==> src/rtl/mem_access_stage_pkg.sv <==
// mem_access_stage_pkg
// Shared definitions for the MEM pipeline stage:
//   - memop_t      : memory operation codes carried in ex_mem
//   - byte_count   : number of bus bytes moved by an operation
//   - last_index   : index of the final byte of an operation
//   - is_load / is_store / misaligned : operation classification helpers
//   - ST_*         : FSM state encoding of the stage controller
//   - REG_ADDR_W / REG_W / ZERO_WORD / NOP_REG_ADDR : register-file widths
package mem_access_stage_pkg;

    localparam int REG_ADDR_W = 5;
    localparam int REG_W      = 32;

    localparam logic [REG_W-1:0]      ZERO_WORD    = '0;
    localparam logic [REG_ADDR_W-1:0] NOP_REG_ADDR = '0;

    typedef enum logic [3:0] {
        OP_NONE = 4'd0,
        OP_LB   = 4'd1,
        OP_LH   = 4'd2,
        OP_LW   = 4'd3,
        OP_LBU  = 4'd4,
        OP_LHU  = 4'd5,
        OP_SB   = 4'd6,
        OP_SH   = 4'd7,
        OP_SW   = 4'd8
    } memop_t;

    localparam logic [1:0] ST_IDLE  = 2'd0;
    localparam logic [1:0] ST_XFER  = 2'd1;
    localparam logic [1:0] ST_DRAIN = 2'd2;
    localparam logic [1:0] ST_DONE  = 2'd3;

    // Codes 9-15 fall into the default branch and move no bytes.
    function automatic logic [2:0] byte_count(input logic [3:0] op);
        case (op)
            OP_LB, OP_LBU, OP_SB: return 3'd1;
            OP_LH, OP_LHU, OP_SH: return 3'd2;
            OP_LW, OP_SW:         return 3'd4;
            default:              return 3'd0;
        endcase
    endfunction

    function automatic logic [1:0] last_index(input logic [3:0] op);
        logic [2:0] n;
        n = byte_count(op) - 3'd1;
        return n[1:0];
    endfunction

    function automatic logic is_load(input logic [3:0] op);
        return (op >= OP_LB) && (op <= OP_LHU);
    endfunction

    function automatic logic is_store(input logic [3:0] op);
        return (op >= OP_SB) && (op <= OP_SW);
    endfunction

    function automatic logic misaligned(input logic [3:0] op, input logic [1:0] addr_lo);
        case (op)
            OP_LH, OP_LHU, OP_SH: return addr_lo[0];
            OP_LW, OP_SW:         return addr_lo != 2'd0;
            default:              return 1'b0;
        endcase
    endfunction

endpackage

==> src/rtl/mem_access_stage_load_extend.sv <==
// load_extend
// Combinational load-result formatter: takes the little-endian assembled
// word and the memory op, returns the sign- or zero-extended register value.
// Ports:
//   raw   in  32  assembled bytes, byte 0 in bits [7:0]
//   memop in  4   memory op code
//   value out 32  extended load value (raw word for LW / non-loads)
module load_extend
    import mem_access_stage_pkg::*;
(
    input  logic [REG_W-1:0] raw,
    input  logic [3:0]       memop,
    output logic [REG_W-1:0] value
);

    always_comb begin
        case (memop)
            OP_LB:   value = {{24{raw[7]}}, raw[7:0]};
            OP_LBU:  value = {24'h0, raw[7:0]};
            OP_LH:   value = {{16{raw[15]}}, raw[15:0]};
            OP_LHU:  value = {16'h0, raw[15:0]};
            default: value = raw;
        endcase
    end

endmodule

==> src/rtl/mem_access_stage.sv <==
// mem_access_stage
// Pipeline MEM stage. Memory ops are carried out one byte per granted bus
// cycle over a shared byte-wide bus while stall_req holds the upstream
// pipeline; non-memory ops pass straight through to mem_wb.
// Ports:
//   clk, rst                      clock, synchronous active-high reset
//   ex_wd/ex_wreg/ex_wdata        destination, write enable, ALU value
//   ex_memop/ex_addr/ex_sdata     memory op, byte address, store data
//   mem_wd/mem_wreg/mem_wdata     result triple to mem_wb
//   stall_req                     hold ex_mem and earlier stages
//   mem_hold                      mem_wb stalled this cycle (keeps DONE)
//   bus_req/bus_we/bus_addr/bus_dout  byte request side of the bus
//   bus_din/bus_gnt               read byte (1 cycle after grant), grant
//   mem_misalign                  only when MEM_ALIGN_CHECK_EN is defined
// Build option: define MEM_ALIGN_CHECK_EN to reject misaligned halfword /
// word accesses without touching the bus.
module mem_access_stage
    import mem_access_stage_pkg::*;
#(
    parameter int ADDR_W = 32,
    parameter int DATA_W = 32
)
(
    input  logic                  clk,
    input  logic                  rst,
    input  logic [REG_ADDR_W-1:0] ex_wd,
    input  logic                  ex_wreg,
    input  logic [DATA_W-1:0]     ex_wdata,
    input  logic [3:0]            ex_memop,
    input  logic [ADDR_W-1:0]     ex_addr,
    input  logic [DATA_W-1:0]     ex_sdata,
    output logic [REG_ADDR_W-1:0] mem_wd,
    output logic                  mem_wreg,
    output logic [DATA_W-1:0]     mem_wdata,
    output logic                  stall_req,
    input  logic                  mem_hold,
    output logic                  bus_req,
    output logic                  bus_we,
    output logic [ADDR_W-1:0]     bus_addr,
    output logic [7:0]            bus_dout,
    input  logic [7:0]            bus_din,
    input  logic                  bus_gnt
`ifdef MEM_ALIGN_CHECK_EN
    ,
    output logic                  mem_misalign
`endif
);

    logic [1:0]        state_reg, state_next;
    logic [1:0]        issue_cnt_reg, issue_cnt_next;
    logic [1:0]        rcv_cnt_reg;
    logic              rd_pending_reg;
    logic              xfer_req;
    logic              bad_align;
    logic              done_misalign;
    logic [DATA_W-1:0] asm_word;
    logic [DATA_W-1:0] load_value;

    logic       op_load, op_store, op_mem;
    logic [1:0] last_idx;

    assign op_load  = is_load(ex_memop);
    assign op_store = is_store(ex_memop);
    assign op_mem   = op_load | op_store;
    assign last_idx = last_index(ex_memop);

`ifdef MEM_ALIGN_CHECK_EN
    logic misalign_reg;

    // Latched on the IDLE->DONE rejection and kept for as long as DONE is held.
    always_ff @(posedge clk) begin
        if (rst) begin
            misalign_reg <= 1'b0;
        end else if (state_reg == ST_IDLE) begin
            misalign_reg <= op_mem & bad_align;
        end else if (state_reg != ST_DONE) begin
            misalign_reg <= 1'b0;
        end
    end

    assign bad_align     = misaligned(ex_memop, ex_addr[1:0]);
    assign done_misalign = misalign_reg;
    assign mem_misalign  = !rst && (state_reg == ST_DONE) && misalign_reg;
`else
    assign bad_align     = 1'b0;
    assign done_misalign = 1'b0;
`endif

    // Next-state logic. A request is made for byte 0 already in IDLE, so the
    // IDLE and XFER grant handling is shared below.
    always_comb begin
        state_next     = state_reg;
        issue_cnt_next = issue_cnt_reg;
        xfer_req       = 1'b0;
        case (state_reg)
            ST_IDLE: begin
                if (op_mem && bad_align) begin
                    state_next = ST_DONE;
                end else if (op_mem) begin
                    xfer_req = 1'b1;
                end
            end
            ST_XFER:  xfer_req = 1'b1;
            ST_DRAIN: state_next = ST_DONE;
            ST_DONE:  if (!mem_hold) state_next = ST_IDLE;
            default:  state_next = ST_IDLE;
        endcase
        if (xfer_req) begin
            state_next = ST_XFER;
            if (bus_gnt) begin
                if (issue_cnt_reg == last_idx) begin
                    issue_cnt_next = 2'd0;
                    state_next     = op_load ? ST_DRAIN : ST_DONE;
                end else begin
                    issue_cnt_next = issue_cnt_reg + 2'd1;
                end
            end
        end
    end

    always_ff @(posedge clk) begin
        if (rst) begin
            state_reg      <= ST_IDLE;
            issue_cnt_reg  <= 2'd0;
            rcv_cnt_reg    <= 2'd0;
            rd_pending_reg <= 1'b0;
        end else begin
            state_reg      <= state_next;
            issue_cnt_reg  <= issue_cnt_next;
            // A granted read returns its byte on bus_din in the next cycle.
            rd_pending_reg <= xfer_req && bus_gnt && op_load;
            if (state_reg == ST_IDLE) begin
                rcv_cnt_reg <= 2'd0;
            end else if (rd_pending_reg) begin
                rcv_cnt_reg <= rcv_cnt_reg + 2'd1;
            end
        end
    end

    // Assembly register: one byte lane per returned byte, filled in arrival
    // order regardless of the FSM state it arrives in.
    for (genvar gi = 0; gi < 4; gi++) begin : g_lane
        logic [7:0] lane_reg;

        always_ff @(posedge clk) begin
            if (rst || state_reg == ST_IDLE) begin
                lane_reg <= 8'h00;
            end else if (rd_pending_reg && rcv_cnt_reg == 2'(gi)) begin
                lane_reg <= bus_din;
            end
        end

        assign asm_word[8*gi +: 8] = lane_reg;
    end

    load_extend u_load_extend (
        .raw   (asm_word),
        .memop (ex_memop),
        .value (load_value)
    );

    // Bus side; everything is forced low during reset.
    assign bus_req  = !rst && xfer_req;
    assign bus_we   = !rst && xfer_req && op_store;
    assign bus_addr = bus_req ? ex_addr + ADDR_W'(issue_cnt_reg) : '0;
    assign bus_dout = bus_req ? ex_sdata[{issue_cnt_reg, 3'b000} +: 8] : 8'h00;

    // Result side: zero while a transfer is in flight so nothing partial is
    // forwarded; pass-through for non-memory ops in IDLE.
    always_comb begin
        mem_wd    = NOP_REG_ADDR;
        mem_wreg  = 1'b0;
        mem_wdata = ZERO_WORD;
        stall_req = 1'b0;
        if (!rst) begin
            case (state_reg)
                ST_IDLE: begin
                    if (op_mem) begin
                        stall_req = 1'b1;
                    end else begin
                        mem_wd    = ex_wd;
                        mem_wreg  = ex_wreg;
                        mem_wdata = ex_wdata;
                    end
                end
                ST_XFER, ST_DRAIN: stall_req = 1'b1;
                default: begin
                    mem_wd = ex_wd;
                    if (!done_misalign) begin
                        mem_wreg  = ex_wreg;
                        mem_wdata = op_load ? load_value : ex_wdata;
                    end
                end
            endcase
        end
    end

endmodule

==> config.mk <==
export PLATFORM = sky130hd
export DESIGN_NAME = mem_access_stage
export DESIGN_NICKNAME = d
export VERILOG_FILES = /design/src/rtl/mem_access_stage_pkg.sv /design/src/rtl/mem_access_stage_load_extend.sv /design/src/rtl/mem_access_stage.sv
export SDC_FILE = /design/constraint.sdc
export NUM_CORES = 1
export LEC_CHECK = 0
export ABC_AREA = 1
export ABC_CLOCK_PERIOD_IN_PS = 4700
export BUFFER_PORTS_ARGS = -buffer_cell sky130_fd_sc_hd__buf_4
export CAP_MARGIN = 5
export CORE_MARGIN = 10
export CORE_UTILIZATION = 40
export DETAILED_ROUTE_END_ITERATION = 6
export PLACE_DENSITY = 0.69
export SLEW_MARGIN = 15
export SYNTH_ARGS = -nofsm -noshare
export SYNTH_HDL_FRONTEND = slang
export SYNTH_SLANG_ARGS = --single-unit
==> constraint.sdc <==
create_clock -name clk -period 4.7 [get_ports clk]
set_input_delay 0.235 -clock clk [delete_from_list [all_inputs] [get_ports clk]]
set_output_delay 0.235 -clock clk [all_outputs]
set_load 0.005 [all_outputs]
==> impl_metrics.yaml <==
status:
  status: "finished clean"
synthesis:
  synth.ff_latch_count: 39
  yosysUniqueCellTypes: 43
  yosysWarnings: 0
  synthArstFlopShare: 0
  syn_inst: 610
  postSynthAreaPerCell_um2: 6.21
  syn_area_um2: 3790
  syn_nets: 740
  synth_top_area_cell: "dfxtp_1"
  ys.flop_type: "dfxtp_1"
  yosys-top-cells-area: "dfxtp_1, nor2_1, nand2_1"
  synth_seq_area_share: 0.206
  yosys.area.top_type_share: 0.206
  synth_edf_count: 0
timing:
  fin_crit_ns: 3.17
  timing.fmax_ghz: 0.315
  rsz0062_at_grt: "no"
  worst_pin_slew_ns: 0.819
  setup_tns_ns: 0
  finalHoldViolations: 0
  final.period_utilization: 0.676
  skew_ns: 0.00710
  setup_viol: 0
  final.setup.worst_slack_ns: 1.53
  whs_ns: 0.118
  drv_slew: 0
  slew_headroom: 0.454
finish:
  nets: 920
  finalNonFillerCells: 920
  drive_above_1_share: 0.311
  fin_util: 0.585
  diodes: 0
  mostFrequentLayoutCell: "buf_4"
  syn2layout_area_growth_pct: 42.6
  design_area_um2: 5410
  final_cell_mix: "buf_4, nor2_1, nand2_1"
  largest_reg_flops: 32
worst_setup_path:
  crit_end: "bus_addr[26]"
  worstPathArrival_ns: 2.94
  r2r_cells: 7
  regToRegSetupSlack_ns: 2.76
  crit_required_ns: 4.47
  r2r_start: "issue_cnt_reg[0]"
  endpoint_kind: "output port"
  path_class: "reg -> out"
  critPathMaxFanout: 22
  critPathLaunchType: "register"
  crit_path_start: "issue_cnt_reg[0]"
  worstReg2RegEnd: "state_reg[0]"
placement:
  detailed_place_hpwl_um: 13000
  dpl.cell_count: 912
  io_buffers: 198
  pre_cts_slack_ns: 1.87
  gp_congestion: 0.948
  placed_area_um2: 5300
grt:
  grt_max_degree: 37
  overflow: 0
  grt-busiest-layer: "met2"
  grtUsageMet3: 0.0441
  grt_pass1_wl_um: 24900
  grtUsageMet2: 0.366
  use_met1: 0.264
  grt_usage: 0.212
  grt_pass1_vias: 4680
  antenna_found_initial: 0
floorplanning:
  die_x_um: 117
  die_area_um2: 13800
  rows: 35
  io_pins: 199
  die_y_um: 117
  coreArea_um2: 9240
  start_util: 0.410
pwr:
  internal_power_mw: 0.883
  totalPowerFinal_mw: 1.53
  vdd_ir_drop_max_uv: 145
  power.switching_mw: 0.647
  leakagePower_nw: 2.56
  clock_power_share: 0.188
  swShare: 0.423
  power_density_nw_per_um2: 283
  combPwrFrac: 0.563
  p_seq_frac: 0.249
clocking:
  root_buffer: "clkbuf_8"
  cts_htree_levels: 2
  cts_buffers: 5
  worst_skew_pair.late_latency_ns: 0.30
  cts_resized: 0
  clk_path_buf_depth: 2
  clk_pin_slew_worst_paths_ns: 0.08
  tritoncts: "built"
  cts.sink_count: 39
  postCtsSetupBuffers: 0
  holdBufCountCts: 0
detailed_routing:
  first_iter_violations: 402
  viasPerCell: 5.13
  vias: 4718
  route.final.wire_length_um: 15700
  drcViolationCount: 0
  firstDrtPassIters: 5
  antenna_left: 0
  wl_per_cell_um: 17.0
worst_hold_path:
  hold_class: "in -> reg"
run:
  drv_cap: 0
cells in the mapped netlist (3+ instances only):
master / instances
nand4_1: 11
buf_6: 5
a21oi_1: 61
o21ai_1: 7
nor3_1: 17
nand3_1: 18
nand2_1: 94
o211ai_1: 16
xor2_1: 10
nor4_1: 3
inv_1: 56
xnor2_1: 6
nand2_2: 6
inv_2: 3
nor2_1: 128
dfxtp_1: 39
clkbuf_1: 11
nor2_2: 4
nor2_4: 5
o211ai_2: 8
buf_2: 7
ha_1: 11
mux2i_1: 8
o21ai_0: 51
nand2_4: 3
area by class of cell:
type	instances	area, um^2
clock buffers	5	68.8
inverters	60	225
clock inverters	3	43.8
repair buffers	199	1490
multi-input cells	485	2630
fillers	931	3830
well taps	129	161
flip-flops and latches	39	781
how the worst min path moves through the flow:
stage               startpoint      endpoint  slack [ns]  cells after the start
floorplan                  rst  state_reg[0]        0.30                      1
global placement           rst  state_reg[0]        0.43                      2
detailed placement         rst  state_reg[0]        0.43                      2
CTS                        rst  state_reg[0]        0.11                      2
global route               rst  state_reg[0]        0.12                      2
finish                     rst  state_reg[0]        0.12                      2
cell families after synthesis:
group                    count (synthesis)  share of synthesized area
AND/OR/NAND/NOR                        297                      0.357
adder cells (fa/ha/maj)                 12                     0.0416
XOR/XNOR                                16                     0.0370
buffers and inverters                   86                     0.0993
AO/OA/AOI/OAI                          152                      0.238
multiplexers                             8                     0.0211
flip-flops                              39                      0.206
worst max-delay path, cell delays in order (launching register included):
cell and delay [ns]:
dfxtp_1 0.78, ha_1 0.35, fa_1 0.28, nand3_2 0.14, nor2_4 0.15, nand2_2 0.08
nor2_2 0.13, nand2_2 0.12, nor2_4 0.14, nand2_1 0.08, xor2_1 0.14, nor2_1 0.10
buf_4 0.13
power groups by stage:
stage,registers [mW],logic (mW),clock network (mW)
3_3_place_gp,0.386,0.857,0
5_1_grt,0.386,0.957,0.305
3_5_place_dp,0.388,0.863,0
2_1_floorplan,0.367,0.490,0
4_1_cts,0.380,0.868,0.287
6_report,0.381,0.862,0.287
per-layer routing:
layer	vias to the layer above	wire [um]
met5	-	0
li1	2379	-
met3	16	1180
met2	217	7460
met1	2106	6820
met4	0	210
(Power assumes the default switching activity.)
